## src/rtl/cajero_controlador_pkg.sv

```systemverilog
// Shared definitions for the cashier transaction sequencer: state encodings,
// PIN length and transaction-type encodings.
package cajero_controlador_pkg;

    // Number of keypad digits that make up a PIN.
    localparam int PIN_DIGITOS = 4;

    // tipo_trans encodings.
    localparam logic DEPOSITO = 1'b0;
    localparam logic RETIRO   = 1'b1;

    // Sequencer states; plain constants so older tools and dumps read them as-is.
    localparam logic [2:0] ESPERA_TARJETA = 3'd0;
    localparam logic [2:0] PIN            = 3'd1;
    localparam logic [2:0] VERIFICAR      = 3'd2;
    localparam logic [2:0] ESPERA_MONTO   = 3'd3;
    localparam logic [2:0] EJECUTAR       = 3'd4;
    localparam logic [2:0] FIN            = 3'd5;
    localparam logic [2:0] BLOQUEADO      = 3'd6;

endpackage

```

## src/rtl/cajero_captura_pin.sv

```systemverilog
// PIN capture: shifts keypad digits into a 16-bit buffer (first digit ends up
// in the MS nibble) and flags the strobe that delivers the last digit.
module cajero_captura_pin
    import cajero_controlador_pkg::*;
(
    input  logic        clk,
    input  logic        reset,
    input  logic        clear_i,
    input  logic        strobe_i,
    input  logic [3:0]  digito_i,
    output logic        completo_o,
    output logic [15:0] valor_o
);

    localparam logic [1:0] ULTIMO = 2'(PIN_DIGITOS - 1);

    logic [15:0] buf_q, buf_d;
    logic [1:0]  cnt_q, cnt_d;

    // Next buffer/counter: clear beats a strobe arriving in the same cycle.
    always_comb begin
        // NOTE: every combinational output gets a default first so no path leaves it unassigned (no latch).
        buf_d = buf_q;
        cnt_d = cnt_q;
        if (clear_i) begin
            buf_d = '0;
            cnt_d = '0;
        end else if (strobe_i) begin
            buf_d = {buf_q[11:0], digito_i};
            cnt_d = cnt_q + 2'd1;
        end
    end

    // Buffer and digit counter registers with synchronous reset.
    always_ff @(posedge clk) begin
        // NOTE: state registers use non-blocking assignments so every flop samples pre-edge values.
        if (reset) begin
            buf_q <= '0;
            cnt_q <= '0;
        end else begin
            buf_q <= buf_d;
            cnt_q <= cnt_d;
        end
    end

    assign completo_o = strobe_i && !clear_i && (cnt_q == ULTIMO);
    assign valor_o    = buf_q;

endmodule

```

## src/rtl/cajero_controlador.sv

```systemverilog
// Cashier transaction sequencer: card session, PIN verification with attempt
// counting and lockout, amount capture, funds check and the balance update strobe.
module cajero_controlador
    import cajero_controlador_pkg::*;
#(
    parameter int ANCHO_MONTO  = 32,
    parameter int MAX_INTENTOS = 3
) (
    input  logic                   clk,
    input  logic                   reset,
    input  logic                   tarjeta_recibida,
    input  logic                   tipo_trans,
    input  logic                   digito_stb,
    input  logic [3:0]             digito,
    input  logic [15:0]            pin,
    input  logic                   monto_stb,
    input  logic [ANCHO_MONTO-1:0] monto,
    input  logic [ANCHO_MONTO-1:0] balance,
    output logic                   actualizar,
    output logic                   resta,
    output logic [ANCHO_MONTO-1:0] monto_out,
    output logic                   entregar_dinero,
    output logic                   pin_incorrecto,
    output logic                   advertencia,
    output logic                   bloqueo,
    output logic                   fondos_insuficientes
);

    localparam int                   ANCHO_INT = $clog2(MAX_INTENTOS + 1);
    localparam logic [ANCHO_INT-1:0] LIMITE    = ANCHO_INT'(MAX_INTENTOS);
    localparam logic [ANCHO_INT-1:0] AVISO     = ANCHO_INT'(MAX_INTENTOS - 1);

    logic [2:0]             state_q, state_d;
    logic [ANCHO_INT-1:0]   intentos_q, intentos_d;
    logic                   tipo_q, tipo_d;
    logic [ANCHO_MONTO-1:0] monto_q, monto_d;
    logic                   actualizar_q, actualizar_d;
    logic                   resta_q, resta_d;
    logic                   entregar_q, entregar_d;
    logic                   pin_inc_q, pin_inc_d;
    logic                   adv_q, adv_d;
    logic                   bloqueo_q, bloqueo_d;
    logic                   fondos_q, fondos_d;

    logic                   pin_completo;
    logic [15:0]            pin_valor;

    // The digit buffer only lives while a card sits in the PIN state; leaving
    // PIN or pulling the card wipes it, which also drops a coincident digit.
    cajero_captura_pin u_captura (
        .clk        (clk),
        .reset      (reset),
        .clear_i    (!tarjeta_recibida || (state_q != PIN)),
        .strobe_i   (digito_stb && (state_q == PIN)),
        .digito_i   (digito),
        .completo_o (pin_completo),
        .valor_o    (pin_valor)
    );

    // Next-state and output decode; pulses default low, levels hold.
    always_comb begin
        state_d      = state_q;
        intentos_d   = intentos_q;
        tipo_d       = tipo_q;
        monto_d      = monto_q;
        resta_d      = resta_q;
        adv_d        = adv_q;
        bloqueo_d    = bloqueo_q;
        actualizar_d = 1'b0;
        entregar_d   = 1'b0;
        pin_inc_d    = 1'b0;
        fondos_d     = 1'b0;

        case (state_q)
            ESPERA_TARJETA: begin
                if (tarjeta_recibida) state_d = PIN;
            end
            PIN: begin
                if (!tarjeta_recibida)  state_d = ESPERA_TARJETA;
                else if (pin_completo)  state_d = VERIFICAR;
            end
            VERIFICAR: begin
                if (pin_valor == pin) begin
                    intentos_d = '0;
                    adv_d      = 1'b0;
                    state_d    = ESPERA_MONTO;
                end else begin
                    intentos_d = intentos_q + 1'b1;
                    pin_inc_d  = 1'b1;
                    if (intentos_d == LIMITE) begin
                        bloqueo_d = 1'b1;
                        adv_d     = 1'b0;
                        state_d   = BLOQUEADO;
                    end else begin
                        if (intentos_d == AVISO) adv_d = 1'b1;
                        state_d = PIN;
                    end
                end
            end
            ESPERA_MONTO: begin
                if (!tarjeta_recibida) begin
                    state_d = ESPERA_TARJETA;
                end else if (monto_stb) begin
                    monto_d = monto;
                    tipo_d  = tipo_trans;
                    state_d = EJECUTAR;
                end
            end
            EJECUTAR: begin
                if (tipo_q == DEPOSITO) begin
                    actualizar_d = 1'b1;
                    resta_d      = 1'b0;
                end else if (monto_q <= balance) begin
                    actualizar_d = 1'b1;
                    resta_d      = 1'b1;
                    entregar_d   = 1'b1;
                end else begin
                    fondos_d = 1'b1;
                end
                state_d = FIN;
            end
            FIN: begin
                if (!tarjeta_recibida) state_d = ESPERA_TARJETA;
            end
            BLOQUEADO: begin
                bloqueo_d = 1'b1;
                adv_d     = 1'b0;
            end
            default: state_d = ESPERA_TARJETA;
        endcase
    end

    // State and registered outputs; reset clears everything including the lockout.
    always_ff @(posedge clk) begin
        if (reset) begin
            state_q      <= ESPERA_TARJETA;
            intentos_q   <= '0;
            tipo_q       <= DEPOSITO;
            monto_q      <= '0;
            actualizar_q <= 1'b0;
            resta_q      <= 1'b0;
            entregar_q   <= 1'b0;
            pin_inc_q    <= 1'b0;
            adv_q        <= 1'b0;
            bloqueo_q    <= 1'b0;
            fondos_q     <= 1'b0;
        end else begin
            state_q      <= state_d;
            intentos_q   <= intentos_d;
            tipo_q       <= tipo_d;
            monto_q      <= monto_d;
            actualizar_q <= actualizar_d;
            resta_q      <= resta_d;
            entregar_q   <= entregar_d;
            pin_inc_q    <= pin_inc_d;
            adv_q        <= adv_d;
            bloqueo_q    <= bloqueo_d;
            fondos_q     <= fondos_d;
        end
    end

    assign actualizar           = actualizar_q;
    assign resta                = resta_q;
    assign monto_out            = monto_q;
    assign entregar_dinero      = entregar_q;
    assign pin_incorrecto       = pin_inc_q;
    assign advertencia          = adv_q;
    assign bloqueo              = bloqueo_q;
    assign fondos_insuficientes = fondos_q;

endmodule

```

## config.mk

```make
export PLATFORM = sky130hd
export DESIGN_NAME = cajero_controlador
export DESIGN_NICKNAME = d
export VERILOG_FILES = /design/src/rtl/cajero_controlador_pkg.sv /design/src/rtl/cajero_captura_pin.sv /design/src/rtl/cajero_controlador.sv
export SDC_FILE = /design/constraint.sdc
export NUM_CORES = 1
export LEC_CHECK = 0
export ABC_CLOCK_PERIOD_IN_PS = 3500
export CORE_MARGIN = 2
export CORE_UTILIZATION = 30
export CTS_BUF_LIST = sky130_fd_sc_hd__clkbuf_4
export DETAILED_ROUTE_END_ITERATION = 8
export DONT_BUFFER_PORTS = 1
export HOLD_SLACK_MARGIN = 0.12
export PLACE_DENSITY = 0.56
export SLEW_MARGIN = 25
export SYNTH_ARGS = -nofsm -noshare
export SYNTH_HDL_FRONTEND = slang
export SYNTH_SLANG_ARGS = --single-unit
```

## constraint.sdc

```tcl
create_clock -name clk -period 3.5 [get_ports clk]
set_input_delay 0.35 -clock clk [delete_from_list [all_inputs] [get_ports clk]]
set_output_delay 0.35 -clock clk [all_outputs]
set_load 0.01 [all_outputs]
```

==> out/metrics.csv <==
metric;value;unit
finalClockSkew;0.0149;ns
rsz0062_at_grt;false;
via_per_inst;4.91;
cpMaxStageDelayCell;nor4_1;
critPathMaxFanout;4;
finish.utilization;36.7;%
grt_pass1_wl;13600;um
drt_iter0_drc;91;
htreeDepth;3;
synth.distinct_cells;44;
tritoncts;built;
die-area;12000;um^2
dpl_cell_area;3460;um^2
met2_usage;26.9;%
cap_violations;0;
drtPass1Iterations;4;
synth_edf_count;0;
grt_max_degree;44;
hold_viol;0;
async_reset_ff_share;0;%
crit_buf_inv;0;
period_share;64.0;%
cts.sinks;63;
syn-num-nets;557;
worstPathRequired;3.90;ns
fmax;446;MHz
power.leakage;0.00159;uW
cts_buffer_depth;2;
synth_seq_cells;63;
syn_area;3350;um^2
hpwl;6350;um
cpLargestDelayFamily;simple AND/OR/NAND/NOR gates;
yosysSeqAreaShare;37.6;%
syn_inst;432;
yosys_warnings;0;
end_kind;register;
drive_gt1_share;4.90;%
gp_congestion;0.778;
rows;38;
numCtsBuffers;9;
path_class;reg -> reg;
design.core.area;10900;um^2
clk_latency;0.45;ns
synth_flop_cell;dfxtp_1;
grt_busiest_layer;met2;
max_slew_margin;55.4;%
power_density;337;nW/um^2
final-setup-viol-count;0;
met3_usage;8.24;%
fin_nets;589;
grt_overflow;0;
port_buffers;0;
cts.reportedPaths.clkPinSlew;0.11;ns
die_h;110;um
postCtsSetupRepairBufs;0;
wl;8920;um
postRouteAntennaNets;0;
start_kind;register;
max_stage_delay;0.52;ns
worst_pin_slew;0.667;ns
root_buffer;clkbuf_4;
diodes;0;
crit_chain;ha_1 -> nand4_1 -> nor4_1 -> a21boi_0 -> o31a_1 -> a21oi_1 -> and3_1;
hold_path_class;in -> reg;
stdcell_area;4000;um^2
grtUsageTotal;15.1;%
avgSynthCellArea;7.76;um^2
antenna_found_initial;0;
tns;0;ns
slew_viol_final;0;
outcome;completed;
post_drt_wl_per_cell;14.7;um
ir_drop;0.226;mV
arrival;2.64;ns
period_needed;2.24;ns
grt_pass1_vias;2878;
start_util;30.8;%
drc;0;
area_delta_synth_final;19.2;%
ios;129;
die_width;110;um
met1_usage;15.1;%
num_vias;2990;
## cells in the mapped netlist (all sizes together) (2+ instances only)
cell type / count / area share [%]
nand2: 114 / 13
a21oi: 68 / 10
dfxtp: 63 / 38
inv: 39 / 4.4
ha: 35 / 13
xor2: 16 / 4.2
clkbuf: 12 / 1.3
nor2: 10 / 1.2
buf: 8 / 1.2
nand4: 8 / 1.5
o21ai: 8 / 1.2
nor4: 7 / 1.3
a31oi: 4 / 0.75
nand3: 4 / 0.60
a21boi: 3 / 0.67
and3: 2 / 0.37
nand3b: 2 / 0.45
nor2b: 2 / 0.37
o211ai: 2 / 0.45
o21a: 2 / 0.45
## repair_timing
action / 4_1_cts / 5_1_grt
gates resized for setup: 0 / 0
hold buffers: 39 / 0
endpoints found under the hold margin: 49 / 0
## placed cells by master, fill, tap and decap left out, drive strengths merged, types with 3 or more instances in the layout
cell type    count
nor2            10
nand3            4
buf              3
a21boi           3
nand2          114
dfxtp           63
clkbuf          10
nand4            8
xor2            16
inv             39
a21oi           68
clkinvlp         3
ha              35
a31oi            4
o21ai            8
nor4             7
dlygate4sd3     38
## worst paths after layout
path              cells past startpoint                               to                            start  slack [ns]
setup reg to reg                      7       entregar_dinero$_SDFF_PP0_       monto_out[14]$_SDFFE_PP0P_        1.26
setup / recovery                      7       entregar_dinero$_SDFF_PP0_       monto_out[14]$_SDFFE_PP0P_        1.26
hold / removal                        2       intentos_q[0]$_SDFFE_PP0N_                            reset        0.19
hold reg to reg                       2  u_captura.cnt_q[1]$_SDFFE_PP0N_  u_captura.cnt_q[1]$_SDFFE_PP0N_        0.46
## registers in the layout, summed over array words and instances (netlist names)
signal                cells
entregar_dinero           1
resta                     1
intentos_q                2
actualizar                1
state_q                   3
u_captura.cnt_q           2
bloqueo                   1
u_captura.valor_o        16
pin_incorrecto            1
monto_out                32
advertencia               1
tipo_q                    1
fondos_insuficientes      1
## layer usage
| layer | share of wire (%) | vias to the layer above |
|---|---|---|
| li1 | - | 1523 |
| met4 | 1.0 | 0 |
| met3 | 9.5 | 8 |
| met2 | 48 | 89 |
| met5 | 0 | - |
| met1 | 42 | 1370 |
## layout make-up
| type | instances | area [um^2] |
|---|---|---|
| Fill cell | 1138 | 6890 |
| Sequential cell | 63 | 1260 |
| Tap cell | 140 | 175 |
| Clock buffer | 10 | 75.1 |
| Multi-Input combinational cell | 310 | 1860 |
| Inverter | 39 | 146 |
| Timing Repair Buffer | 41 | 415 |
| Clock inverter | 6 | 61.3 |
## where the power goes
part / total, uW / switching (uW) / internal [uW]
registers: 724 / 5.08 / 719
clock network: 508 / 287 / 221
logic: 115 / 58.9 / 56.5
total: 1350 / 351 / 997
## per-stage QoR
stage | hold WS [ns] | std cells | setup slack, ns | total power (uW)
6_report | 0.193 | 609 | 1.26 | 1350
4_1_cts | 0.151 | 609 | 1.21 | 1380
3_3_place_gp | 0.423 | 554 | 1.31 | 808
3_5_place_dp | 0.425 | 554 | 1.23 | 811
5_1_grt | 0.158 | 609 | 1.05 | 1420
2_1_floorplan | 0.440 | 432 | 1.58 | 807
## cells by family (layout without fill, tap and decap cells)
group / Yosys count / count (layout) / synth area share, %
AND/OR/NAND/NOR: 158 / 158 / 20.6
AO/OA/AOI/OAI: 99 / 99 / 17.0
multiplexers: 1 / 1 / 0.336
XOR/XNOR: 17 / 17 / 4.44
adder cells (fa/ha/maj): 35 / 35 / 13.1
buffers and inverters: 59 / 96 / 6.91
flip-flops: 63 / 63 / 37.6
Note: power is estimated with default switching activity, not from simulation.
